--- src/rtl/mem_port_arbiter.sv ---
// Shares one pipelined memory port between instruction fetch and the datapath, tagging
// in-flight reads so returning data is routed back to the requester that issued them.
module mem_port_arbiter #(
    parameter int unsigned ADDR_W     = 16,
    parameter int unsigned RDATA_W    = 24,
    parameter int unsigned WDATA_W    = 8,
    parameter int unsigned MEM_LAT    = 1,
    parameter int unsigned STARVE_MAX = 4
) (
    input  logic               clk_i,
    input  logic               rst_i,
    input  logic               if_req_i,
    input  logic [ADDR_W-1:0]  if_addr_i,
    output logic               if_gnt_o,
    output logic               if_rvalid_o,
    output logic [RDATA_W-1:0] if_rdata_o,
    input  logic               if_flush_i,
    input  logic               dp_req_i,
    input  logic               dp_we_i,
    input  logic [ADDR_W-1:0]  dp_addr_i,
    input  logic [WDATA_W-1:0] dp_wdata_i,
    output logic               dp_gnt_o,
    output logic               dp_rvalid_o,
    output logic [RDATA_W-1:0] dp_rdata_o,
    output logic [ADDR_W-1:0]  mem_addr_o,
    output logic               mem_we_o,
    output logic [WDATA_W-1:0] mem_wdata_o,
    input  logic [RDATA_W-1:0] mem_rdata_i,
    output logic               busy_o
);
    localparam logic [3:0] StarveMax = 4'(STARVE_MAX);

    logic [3:0]         starve_q, starve_d;
    logic [MEM_LAT-1:0] vld_q, vld_d;
    logic [MEM_LAT-1:0] own_if_q, own_if_d;
    logic [MEM_LAT-1:0] vld_live;
    logic               push;

    // Datapath wins unless fetch has already lost STARVE_MAX cycles in a row.
    always_comb begin
        if_gnt_o = 1'b0;
        dp_gnt_o = 1'b0;
        if (!rst_i) begin
            if_gnt_o = if_req_i & (~dp_req_i | (starve_q == StarveMax));
            dp_gnt_o = dp_req_i & ~if_gnt_o;
        end
    end

    always_comb begin
        starve_d = 4'd0;
        if (if_req_i && !if_gnt_o) begin
            starve_d = (starve_q == StarveMax) ? starve_q : starve_q + 4'd1;
        end
    end

    always_comb begin
        mem_addr_o  = '0;
        mem_we_o    = 1'b0;
        mem_wdata_o = '0;
        if (if_gnt_o) begin
            mem_addr_o = if_addr_i;
        end else if (dp_gnt_o) begin
            mem_addr_o  = dp_addr_i;
            mem_we_o    = dp_we_i;
            mem_wdata_o = dp_wdata_i;
        end
    end

    // Flush kills fetch-owned stages now, including the one being delivered this cycle.
    always_comb begin
        vld_live    = vld_q & ~(own_if_q & {MEM_LAT{if_flush_i}});
        push        = if_gnt_o | (dp_gnt_o & ~dp_we_i);
        vld_d       = '0;
        own_if_d    = '0;
        vld_d[0]    = push & ~(if_gnt_o & if_flush_i);
        own_if_d[0] = if_gnt_o;
        for (int i = 1; i < MEM_LAT; i++) begin
            vld_d[i]    = vld_live[i-1];
            own_if_d[i] = own_if_q[i-1];
        end
    end

    always_comb begin
        if_rvalid_o = ~rst_i & vld_live[MEM_LAT-1] & own_if_q[MEM_LAT-1];
        dp_rvalid_o = ~rst_i & vld_live[MEM_LAT-1] & ~own_if_q[MEM_LAT-1];
        if_rdata_o  = rst_i ? '0 : mem_rdata_i;
        dp_rdata_o  = rst_i ? '0 : mem_rdata_i;
        busy_o      = ~rst_i & (|vld_live);
    end

    always_ff @(posedge clk_i) begin
        if (rst_i) begin
            starve_q <= 4'd0;
            vld_q    <= '0;
            own_if_q <= '0;
        end else begin
            starve_q <= starve_d;
            vld_q    <= vld_d;
            own_if_q <= own_if_d;
        end
    end

endmodule
--- config.mk ---
export PLATFORM = sky130hd
export DESIGN_NAME = mem_port_arbiter
export DESIGN_NICKNAME = d
export VERILOG_FILES = /design/src/rtl/mem_port_arbiter.sv
export SDC_FILE = /design/constraint.sdc
export NUM_CORES = 1
export LEC_CHECK = 0
export ABC_AREA = 1
export CAP_MARGIN = 25
export CORE_MARGIN = 2
export CORE_UTILIZATION = 25
export CTS_CLUSTER_SIZE = 12
export DETAILED_ROUTE_END_ITERATION = 10
export PLACE_DENSITY_LB_ADDON = 0.15
export RECOVER_POWER = 50
export SYNTH_ARGS = -nofsm -noshare
export SYNTH_HDL_FRONTEND = slang
export SYNTH_SLANG_ARGS = --single-unit
--- constraint.sdc ---
create_clock -name clk_i -period 1.6 [get_ports clk_i]
set_input_delay 0.32 -clock clk_i [delete_from_list [all_inputs] [get_ports clk_i]]
set_output_delay 0.32 -clock clk_i [all_outputs]
set_load 0.02 [all_outputs]
==> qor.yml, run 1 <==
layout_common_cells: "clkdlybuf4s50_1 (66), inv_1 (37), buf_4 (33)"
ys_warn_count: 0
fmax_mhz: 570
crit_path_end_kind: "output port"
cts_buffer_depth: 2
synth.yosys.seq_area_share: 0.112
dp_hpwl_mm: 3.62
grt_max_degree: 17
crit_start: "starve_q[3]"
timing.hold.ws_ns: 0.521
die_w_um: 69.6
start_util: 0.265
fin_crit_sh: 1.10
wl_met3_um: 499
antenna_found_initial: 0
hold_violations: 0
status: "finished, violations left"
gr-total-overflow: 0
grt_use_total: 0.198
internal_power_uw: 687
worst-endpoint-arrival_ns: 1.43
fp.dieH_um: 69.6
crit_required_ns: 1.28
clock-sinks: 6
worstMarginPinSlew_ns: 0.207
avgSynthCellArea_um2: 5.69
power_leakage_nw: 1.47
r2r_start: "starve_q[3]"
ant_nets: 0
pre_cts_ws_ns: -0.761
finalSetupViolCount: 26
rows: 23
drc: 0
synth_cell_types: 25
cts_tree: "done"
violations: "negative setup slack"
r2r_setup_slack_ns: 0.42
core_area_um2: 4060
timing.final.crit_period_ns: 1.75
postLayoutSetupSlackWorst_ns: -0.153
rsz0062_at_grt: "yes"
num_vias: 1731
clock_latency_ns: 0.23
via_per_inst: 4.38
grt_pass1_vias: 1722
nets: 419
hp-class: "reg2reg"
pwr-share-comb: 0.648
synthCells: 189
min_from: "starve_q[0]"
path_class: "reg2out"
swShare: 0.376
fin_total_pwr_mw: 1.10
clkPwrFrac: 0.210
fin_skew_ns: 0.000191
avgRoutedWirePerCell_um: 13.2
path_common_cell: "buf_12"
route.top_layer_used: "met4"
crit_chain: "inv_2 > buf_4 > nand4_4 > buf_12 > buf_12 > nand3_2 > nand2_1 > buf_6"
pwr_density_cell_nw_per_um2: 382
synth.cell_area_um2: 1070
final_common_cell: "clkdlybuf4s50_1"
gp_congestion: 0.742
area.growth.synth_to_final_pct: 168
die-area_um2: 4840
fill_cells: 354
grt_pass1_wl_mm: 8.02
antenna_cells: 0
switchingPower_uw: 415
cts_inserted_buffers: 3
clkTransAtPathRegs_ns: 0.04
final_area_um2: 2880
syn_nets: 261
placed_area_um2: 2580
cts.htree.levels: 1
path_buf_inv: 5
crit_fanout: 7
slew_viol_final: 0
finalSetupTns_ns: -2.56
met1_length_mm: 1.87
root_buffer: "clkbuf_8"
wl_met2_mm: 2.83
ir_drop_uv: 300
routed_wl_mm: 5.23
maxSlewHeadroom: 0.861
startpoint_type: "flip-flop"
num_io_pins: 148
drt_iter0_drc: 28
dr.pass1.iters: 3
seq_power_share: 0.142
ys_ff_latch: 6
slowest_delay_ns: 0.32
slowest_stage: "dfxtp_2"
drive_gt1_frac: 0.522
maxCapViolCount: 0
portBuffers: 147
path_delay_family: "buffers and inverters"
## synth_stat cells (all sizes together)
cell type | count | share of area
inv | 42 | 0.15
nor2 | 41 | 0.16
nand3 | 37 | 0.18
buf | 30 | 0.23
nand2 | 22 | 0.086
dfxtp | 6 | 0.11
ha | 2 | 0.023
nand4 | 2 | 0.026
a211oi | 1 | 0.0070
a21oi | 1 | 0.0047
clkbuf | 1 | 0.0035
nor3 | 1 | 0.0047
nor4 | 1 | 0.0058
o21ai | 1 | 0.0047
xnor2 | 1 | 0.0082
## worst min-delay path, cell delays in order (launching register included)
cell	delay, ns
dfxtp_2	0.33
buf_4	0.12
nor2_1	0.04
## stage by stage
stage | cells | utilization
6_report | 395 | 0.710
5_1_grt | 395 | 0.710
4_1_cts | 392 | 0.671
3_5_place_dp | 378 | 0.636
3_3_place_gp | 378 | 0.636
2_1_floorplan | 189 | -
## final timing paths
kind	to	depth (start not counted)
min	starve_q[0]	2
max	mem_addr_o[10]	8
max reg2reg	vld_q	7
min reg2reg	starve_q[0]	2
## power by group through the flow
stage | registers, mW | clock network, mW | logic [mW]
after detailed placement | 0.159 | 0 | 0.667
after floorplan | 0.158 | 0 | 0.298
after CTS | 0.157 | 0.233 | 0.660
after global placement | 0.158 | 0 | 0.662
final | 0.157 | 0.231 | 0.713
after global routing | 0.157 | 0.239 | 0.758
## timing repair
item                                    in CTS  in global routing
hold buffers                                 0                  0
cloned                                       2                  2
pin swaps                                   20                 14
buffers inserted                             9                  2
endpoints found under the setup margin      78                 60
hold endpoints to repair                     0                  0
resized for setup                          315                108
## cell type report
type | count | area [µm²] | share of cell area
repair buffers | 183 | 1660 | 0.575
multi-input cells | 111 | 838 | 0.291
inverters | 42 | 158 | 0.0547
flip-flops and latches | 6 | 125 | 0.0434
well taps | 50 | 62.6 | 0.0217
clock buffers | 3 | 41.3 | 0.0143
## flip-flops by register name, indices dropped and copies added, names as in the netlist
signal	flops
own_if_q	1
vld_q	1
starve_q	4
## routing by layer
| layer | up-vias | global-route usage |
|---|---|---|
| met2 | 100 | 0.377 |
| met1 | 763 | 0.223 |
| met4 | 0 | 0.0327 |
| met5 | - | 0 |
| li1 | 866 | - |
| met3 | 2 | 0.0480 |
## logic make-up (layout without fill, tap and decap cells)
family / count (synthesis) / count (layout) / synth area share
DFF: 6 / 6 / 0.112
and+or+nand+nor: 104 / 105 / 0.461
adders and majority gates: 2 / 2 / 0.0233
buffers and inverters: 73 / 228 / 0.380
AOI/OAI and AO/OA: 3 / 3 / 0.0163
xor gates and xnor gates: 1 / 1 / 0.00815
Note: power is estimated with default switching activity, not from simulation.
==> run 2, diff against run 1 <==
--- a/config.mk
+++ b/config.mk
@@ -9,7 +9,6 @@
 export CAP_MARGIN = 25
 export CORE_MARGIN = 2
 export CORE_UTILIZATION = 25
-export CTS_CLUSTER_SIZE = 12
 export DETAILED_ROUTE_END_ITERATION = 10
 export PLACE_DENSITY_LB_ADDON = 0.15
 export RECOVER_POWER = 50
==> results of run 2 <==
The final DEF is identical to that of run 1; final timing and power are the same.
==> run 3, diff against run 2 <==
--- a/config.mk
+++ b/config.mk
@@ -9,6 +9,7 @@
 export CAP_MARGIN = 25
 export CORE_MARGIN = 2
 export CORE_UTILIZATION = 25
+export CTS_BUF_LIST = sky130_fd_sc_hd__clkbuf_8
 export DETAILED_ROUTE_END_ITERATION = 10
 export PLACE_DENSITY_LB_ADDON = 0.15
 export RECOVER_POWER = 50
==> results of run 3 <==
The final DEF is identical to that of run 1; final timing and power are the same.
